`src/rtl/alu_arbiter.sv`:
```
// rtl/alu_arbiter.sv - round-robin arbiter sharing one external ALU between two requesters
// Optional per-requester op counters enabled by defining ALU_ARB_STATS_EN.
module alu_arbiter #(
    parameter int DATA_W      = 4,
    parameter int OP_W        = 4,
    parameter int EXEC_CYCLES = 1,
    parameter int CNT_W       = 8
) (
    input  logic              clk,
    input  logic              rst_n,
    input  logic              req0_valid,
    output logic              req0_ready,
    input  logic [DATA_W-1:0] req0_a,
    input  logic [DATA_W-1:0] req0_b,
    input  logic [OP_W-1:0]   req0_op,
    input  logic              req1_valid,
    output logic              req1_ready,
    input  logic [DATA_W-1:0] req1_a,
    input  logic [DATA_W-1:0] req1_b,
    input  logic [OP_W-1:0]   req1_op,
    output logic [DATA_W-1:0] alu_a,
    output logic [DATA_W-1:0] alu_b,
    output logic [OP_W-1:0]   alu_opcode,
    input  logic [DATA_W-1:0] alu_result,
    input  logic              alu_carry,
    input  logic              alu_zero,
    output logic              rsp_valid,
    input  logic              rsp_ready,
    output logic              rsp_id,
    output logic [DATA_W-1:0] rsp_result,
    output logic              rsp_carry,
    output logic              rsp_zero
`ifdef ALU_ARB_STATS_EN
    ,
    output logic [CNT_W-1:0]  op_count0,
    output logic [CNT_W-1:0]  op_count1
`endif
);

    typedef enum logic [1:0] {
        S_IDLE = 2'd0,
        S_EXEC = 2'd1,
        S_RESP = 2'd2
    } state_t;

    localparam int EC_W = (EXEC_CYCLES > 1) ? $clog2(EXEC_CYCLES) : 1;

    state_t              state_q, state_d;
    logic                last_grant_q, last_grant_d;
    logic [EC_W-1:0]     cnt_q, cnt_d;
    logic [DATA_W-1:0]   alu_a_q, alu_a_d;
    logic [DATA_W-1:0]   alu_b_q, alu_b_d;
    logic [OP_W-1:0]     alu_op_q, alu_op_d;
    logic                rsp_valid_q, rsp_valid_d;
    logic                rsp_id_q, rsp_id_d;
    logic [DATA_W-1:0]   rsp_result_q, rsp_result_d;
    logic                rsp_carry_q, rsp_carry_d;
    logic                rsp_zero_q, rsp_zero_d;
    logic                grant_any;
    logic                grant_id;

    // On a tie the requester that did not win last time goes first.
    always_comb begin
        grant_any = (state_q == S_IDLE) && (req0_valid || req1_valid);
        if (req0_valid && req1_valid) begin
            grant_id = ~last_grant_q;
        end else begin
            grant_id = req1_valid;
        end
    end

    assign req0_ready = rst_n && grant_any && !grant_id;
    assign req1_ready = rst_n && grant_any && grant_id;

    always_comb begin
        state_d      = state_q;
        last_grant_d = last_grant_q;
        cnt_d        = cnt_q;
        alu_a_d      = alu_a_q;
        alu_b_d      = alu_b_q;
        alu_op_d     = alu_op_q;
        rsp_valid_d  = rsp_valid_q;
        rsp_id_d     = rsp_id_q;
        rsp_result_d = rsp_result_q;
        rsp_carry_d  = rsp_carry_q;
        rsp_zero_d   = rsp_zero_q;
        case (state_q)
            S_IDLE: begin
                if (grant_any) begin
                    alu_a_d      = grant_id ? req1_a  : req0_a;
                    alu_b_d      = grant_id ? req1_b  : req0_b;
                    alu_op_d     = grant_id ? req1_op : req0_op;
                    rsp_id_d     = grant_id;
                    last_grant_d = grant_id;
                    cnt_d        = EC_W'(EXEC_CYCLES - 1);
                    state_d      = S_EXEC;
                end
            end
            S_EXEC: begin
                if (cnt_q == '0) begin
                    rsp_result_d = alu_result;
                    rsp_carry_d  = alu_carry;
                    rsp_zero_d   = alu_zero;
                    rsp_valid_d  = 1'b1;
                    state_d      = S_RESP;
                end else begin
                    cnt_d = cnt_q - EC_W'(1);
                end
            end
            S_RESP: begin
                if (rsp_ready) begin
                    rsp_valid_d = 1'b0;
                    state_d     = S_IDLE;
                end
            end
            default: state_d = S_IDLE;
        endcase
    end

    always_ff @(posedge clk) begin
        if (!rst_n) begin
            state_q      <= S_IDLE;
            last_grant_q <= 1'b1;
            cnt_q        <= '0;
            alu_a_q      <= '0;
            alu_b_q      <= '0;
            alu_op_q     <= '0;
            rsp_valid_q  <= 1'b0;
            rsp_id_q     <= 1'b0;
            rsp_result_q <= '0;
            rsp_carry_q  <= 1'b0;
            rsp_zero_q   <= 1'b0;
        end else begin
            state_q      <= state_d;
            last_grant_q <= last_grant_d;
            cnt_q        <= cnt_d;
            alu_a_q      <= alu_a_d;
            alu_b_q      <= alu_b_d;
            alu_op_q     <= alu_op_d;
            rsp_valid_q  <= rsp_valid_d;
            rsp_id_q     <= rsp_id_d;
            rsp_result_q <= rsp_result_d;
            rsp_carry_q  <= rsp_carry_d;
            rsp_zero_q   <= rsp_zero_d;
        end
    end

    assign alu_a      = alu_a_q;
    assign alu_b      = alu_b_q;
    assign alu_opcode = alu_op_q;
    assign rsp_valid  = rsp_valid_q;
    assign rsp_id     = rsp_id_q;
    assign rsp_result = rsp_result_q;
    assign rsp_carry  = rsp_carry_q;
    assign rsp_zero   = rsp_zero_q;

`ifdef ALU_ARB_STATS_EN
    logic [CNT_W-1:0] op_cnt0_q, op_cnt0_d;
    logic [CNT_W-1:0] op_cnt1_q, op_cnt1_d;

    // Saturating counts of accepted requests.
    always_comb begin
        op_cnt0_d = op_cnt0_q;
        op_cnt1_d = op_cnt1_q;
        if (grant_any && !grant_id && (op_cnt0_q != '1)) begin
            op_cnt0_d = op_cnt0_q + CNT_W'(1);
        end
        if (grant_any && grant_id && (op_cnt1_q != '1)) begin
            op_cnt1_d = op_cnt1_q + CNT_W'(1);
        end
    end

    always_ff @(posedge clk) begin
        if (!rst_n) begin
            op_cnt0_q <= '0;
            op_cnt1_q <= '0;
        end else begin
            op_cnt0_q <= op_cnt0_d;
            op_cnt1_q <= op_cnt1_d;
        end
    end

    assign op_count0 = op_cnt0_q;
    assign op_count1 = op_cnt1_q;
`endif

endmodule

```
`config.mk`:
```
export PLATFORM = sky130hd
export DESIGN_NAME = alu_arbiter
export DESIGN_NICKNAME = d
export VERILOG_FILES = /design/src/rtl/alu_arbiter.sv
export SDC_FILE = /design/constraint.sdc
export NUM_CORES = 1
export LEC_CHECK = 0
export ABC_CLOCK_PERIOD_IN_PS = 3220
export BUFFER_PORTS_ARGS = -buffer_cell sky130_fd_sc_hd__clkbuf_2
export CORE_AREA = 8 8 60 57
export CTS_BUF_LIST = sky130_fd_sc_hd__clkbuf_4 sky130_fd_sc_hd__clkbuf_8
export CTS_CLUSTER_SIZE = 16
export DETAILED_ROUTE_END_ITERATION = 10
export DIE_AREA = 0 0 68 65
export PLACE_DENSITY = 0.84
export REMOVE_ABC_BUFFERS = 1
export SYNTH_ARGS = -nofsm -noshare
export SYNTH_HDL_FRONTEND = slang
export SYNTH_SLANG_ARGS = --single-unit
```
`constraint.sdc`:
```
create_clock -name clk -period 3.22 [get_ports clk]
set_clock_uncertainty 0.05 [all_clocks]
set_input_delay 0.322 -clock clk [delete_from_list [all_inputs] [get_ports clk]]
set_output_delay 0.322 -clock clk [all_outputs]
set_load 0.03 [all_outputs]
```
### Yosys cells after proc, flatten, opt, wreduce, memory -nomap -nowiden

Index checks and enable logic that the tools add are counted.

* mux-type cells: 14
* bitwise logic cells: 2
* shifts and indexed selects: 0
* multipliers: 0
* divide/modulo/power cells: 0
* $lt $le $gt $ge: 0
* reduce and logical (&&, ||, !) cells: 15
* equality and inequality tests: 5
* add/subtract/negate cells: 1

Operator list (count)
* 4-bit 2-to-1 mux: 3
* 2-bit 2-to-1 mux: 3
* 2-bit inequality test (second input constant): 3
* 2-bit case mux with 3 select lines: 1
* 2-bit AND reduction: 3
* 3-bit AND reduction: 2
* 1-bit logical AND: 5
* 1-bit 2-to-1 mux: 5
* 1-bit case mux with 2 select lines: 2
* 2-bit nonzero test: 2
* 2-bit by 1-bit == test with 1-bit output (second input constant): 1
* 2-bit == test (second input constant): 1
* 2-bit zero test: 1
* 1-bit NOT: 2
* 1-bit zero test: 1
* 1-bit logical OR: 1
* 1-bit subtractor (second input constant): 1

* bits in latches: 0
* ROM bits: 0
* word-level logic and storage cells: 48
* register bits after elaboration: 24
* memories: 0
* RAM bits: 0

### Depth between registers and ports, before layout

* depth in word-level cells: 4
* depth in mapped cells: 5
* gate-level depth less buffers: 3

### Worst setup path before layout

OpenSTA, ideal clock, no wires.

* path type: input to output
* from: in req1_valid
* to: out req1_ready
* data required time: 2.848 ns
* arrival: 1.137 ns
* path buffers: 1
* path slack: 1.711 ns
* cell stages on the path: 4
* cell sequence: buf_6 -> or2_4 -> and3_4 -> and3_1

* cells in the longest elaborated chain, start to end: 4
* elaborated cells on any way between the ends: 6
* those cells by class: mux: 1; reduce/logical: 5

RTL lines
* start: declaration: line 16 `input logic req1_valid,`
* 1-bit logical OR: line 64 `grant_any = (state_q == S_IDLE) && (req0_valid || req1_valid);`
* 1-bit logical AND: line 64
* 1-bit logical AND: line 73 `assign req1_ready = rst_n && grant_any && grant_id;`
* 1-bit logical AND (*): line 73
* end: declaration: line 17 `output logic req1_ready,`

Every way passes the cells marked *; elsewhere a longest branch is shown, timed or not.

### Worst setup path after layout

* from: reg state_q[0]
* to: out req1_ready

* cells in the longest elaborated chain, start to end: 4

RTL lines
* start: declaration: line 48 `state_t state_q, state_d;`
* start signal: assignment: line 134 `state_q <= state_d;`
* 2-bit zero test: line 64
* 1-bit logical AND: line 64
* 1-bit logical AND (2 in a row): line 73

No other way between the ends.

==> impl_results.md <==
* Sequential element share of the synthesized area at 39.6%
* Number of detailed-route iterations in the first pass at 4
* Fmax at approximately 470 MHz
* Vias per cell at about 5.3
* Delay-heaviest family, CP: simple AND/OR/NAND/NOR gates
* Dpl cells at 189
* Num CTS Buffers at 3
* Synthesized instance count at about 120
* Final period util at between 60% and 70%
* Critical path capture point type: primary output
* Clock latency on the worst-skew pair at around 0.30 ns
* Syn Std Cell Area at approximately 1200 sq um
* Setup violations, final at 0
* Max VDD drop at just over 300 uV
* Core ar. at 2380 sq um
* Worst slew margin at 28.4%
* Non-Filler Instances at about 190
* Design Area, Final at around 1400 sq um
* DR WL/cell at about 15 microns
* CP Class: reg2out
* Syn-to-layout area delta at 21.6%
* FF+latch area at around 460 sq um
* Initial antenna violation count at 0
* Crit path max fanout at 14
* DRT iter0 DRCs at 27
* Cell breakdown of the critical path: nor2_4 > and3_4 > and3_1 > clkbuf_2
* Bufs and invs on worst path at 1
* Crit-path slowest cell: nor2_4
* TritonCTS clock tree: built
* Status: completed
* H-tree depth at 1
* PD cells at roughly 500 nW/um^2
* End point of the critical path: req1_ready
* Class of the worst hold path: in2reg
* Crit path depth at 4
* Routability Congestion at roughly 0.73
* Root Driver: clkbuf_4
* Post-CTS Setup Bufs at 0
* Final Hold Fails at 0
* Worst r2r src: state_q[0]$_SDFFE_PN0P_
* Nets at 201
* Top FF cell, synth: dfxtp_1
* Hpwl dp at 2.24 mm
* Reg2reg end: alu_a[2]$_SDFFE_PN0P_
* Vias post-DR at 1024
* CP Launch Type: flop
* Die W at 68 microns
* Leak at 0.641 nW
* PostCTS Resize Cnt at 0
* Synthesized area per cell at between 10 and 15 sq um
* Diode count at 0
* RSZ-0062 raised after global routing: no
* CP Launch Point: state_q[0]$_SDFFE_PN0P_
* Gr ovfl total at 0
* Clock transition at path regs at roughly 0.12 ns
* Worst slew pin tran at ~1.1 ns
* Tmin final at roughly 2.1 ns
* I/O pins at 57
* CP Data Required Time at 2.85 ns
* Hold_buf cts at 0
* Yosys warns at 0
* Largest net degree at the start of global routing at 22
* MaxCap Viol Count at 0
* Slew Limit Fails at 0
* FF+latch count, synth at 23
* Vias in the first global route at 1106
* Worst Path Arrival at approximately 1.8 ns
* Distinct cells, synth at 29
* DRC viols at 0
* Final worst setup slack at ~1.1 ns
* GRT Total Usage at a little over an eighth
* Multi-input gate area at about 600 sq um
* Area after DPL at roughly 1400 sq um
* Die Footprint at 4420 sq um
* Number of synthesized flops with an enable pin at 0
* First-pass GRT wire length at approximately 4.8 mm
* Worst slack, placed at roughly 1.2 ns
* Final ANT Viol Nets at 0
* Bufs on Longest Clock Path at 2
* Clk sinks at 23
* R2r worst-path depth at 2
* Die height at roughly 65 microns
* Asr flop ratio synth at 0%
* R2R setup slack at ~1.5 ns
* Layout cells sized above 1 at a little over half
* Total Power at roughly 710 uW
* Crit-path max cell delay at 0.42 ns
* Filler cells at 214
* Routed WL at slightly below 3 mm
* Starting Density at between 40% and 50%
* Setup TNS at 0 ns
* Number of port buffers at between 50 and 60
* Row count at 17
-- sequential cells by signal (all words and copies together) (netlist names), 2 cells and up --
name,cells
alu_b,4
state_q,2
rsp_result,4
alu_a,4
alu_opcode,4
-- routing by layer --
metal / GRT usage (%) / vias to the layer above / wire, microns
li1: - / 515 / -
met1: 16.9 / 456 / 1340
met2: 21.1 / 49 / 1200
met3: 4.64 / 4 / 338
met4: 3.32 / 0 / 21
met5: 0 / - / 0
-- logic make-up after synthesis --
group / share of synthesized area, %
buffers and inverters: 8.72
muxes: 5.17
AOI/OAI and AO/OA: 26.4
DFF: 39.6
and+or+nand+nor: 20.1
-- how the worst min path moves through the flow --
stage	endpoint	cells after the start	slack, ns	from
CTS	last_grant_q$_SDFFE_PN1P_	2	0.16	rst_n
floorplan	last_grant_q$_SDFFE_PN1P_	1	0.36	rst_n
detailed placement	rsp_carry$_SDFFE_PN0P_	2	0.44	rsp_carry$_SDFFE_PN0P_
global placement	rsp_id$_SDFFE_PN0P_	2	0.42	rsp_id$_SDFFE_PN0P_
finish	last_grant_q$_SDFFE_PN1P_	2	0.17	rst_n
global route	last_grant_q$_SDFFE_PN1P_	2	0.16	rst_n
-- worst reg2reg max path, stage by stage, from the launching register on --
cell      delay (ns)
dfxtp_1         0.40
nor3_2          0.89
a311oi_2        0.22
-- layout by cell type (no fill, tap or decap), drive strengths merged, types with 2 or more instances in the layout --
cell    instances
a21oi          13
a311oi         12
and3            2
clkbuf         60
dfxtp          23
inv             2
mux2i           6
nand2          13
nand3          13
nor2           11
-- power by group --
group	leakage [nW]	total (mW)	switching, mW	internal [mW]
registers	0.190	0.338	0.0232	0.315
clock network	0.0184	0.139	0.0827	0.0568
logic	0.433	0.232	0.147	0.0852
-- synth_stat cells, types with 2 or more instances --
cell | number | share of area, %
a311oi_2 | 10 | 13
clkbuf_1 | 2 | 0.65
nand3_1 | 13 | 5.6
buf_6 | 5 | 4.8
inv_1 | 2 | 0.65
mux2i_1 | 6 | 5.2
a21oi_2 | 10 | 7.5
a21oi_1 | 3 | 1.3
nor2_1 | 9 | 2.9
nand2_1 | 12 | 3.9
buf_2 | 2 | 0.86
dfxtp_1 | 23 | 40
a311oi_1 | 2 | 1.5
-- stage by stage --
stage                     utilization [%]  hold slack [ns]
final                                59.3            0.169
after global routing                 59.3            0.157
after CTS                            59.3            0.163
after detailed placement             58.1            0.437
after global placement               58.1            0.422
after floorplan                         -            0.361
-- area by class of cell --
| cell class | count | area share [%] |
|---|---|---|
| tap | 28 | 2.48 |
| clock buffer | 4 | 2.12 |
| multi-input combinational | 80 | 42.5 |
| sequential | 23 | 32.6 |
| timing repair buffer | 56 | 19.8 |
| inverter | 2 | 0.531 |
Power figures use the tool's default switching activity.
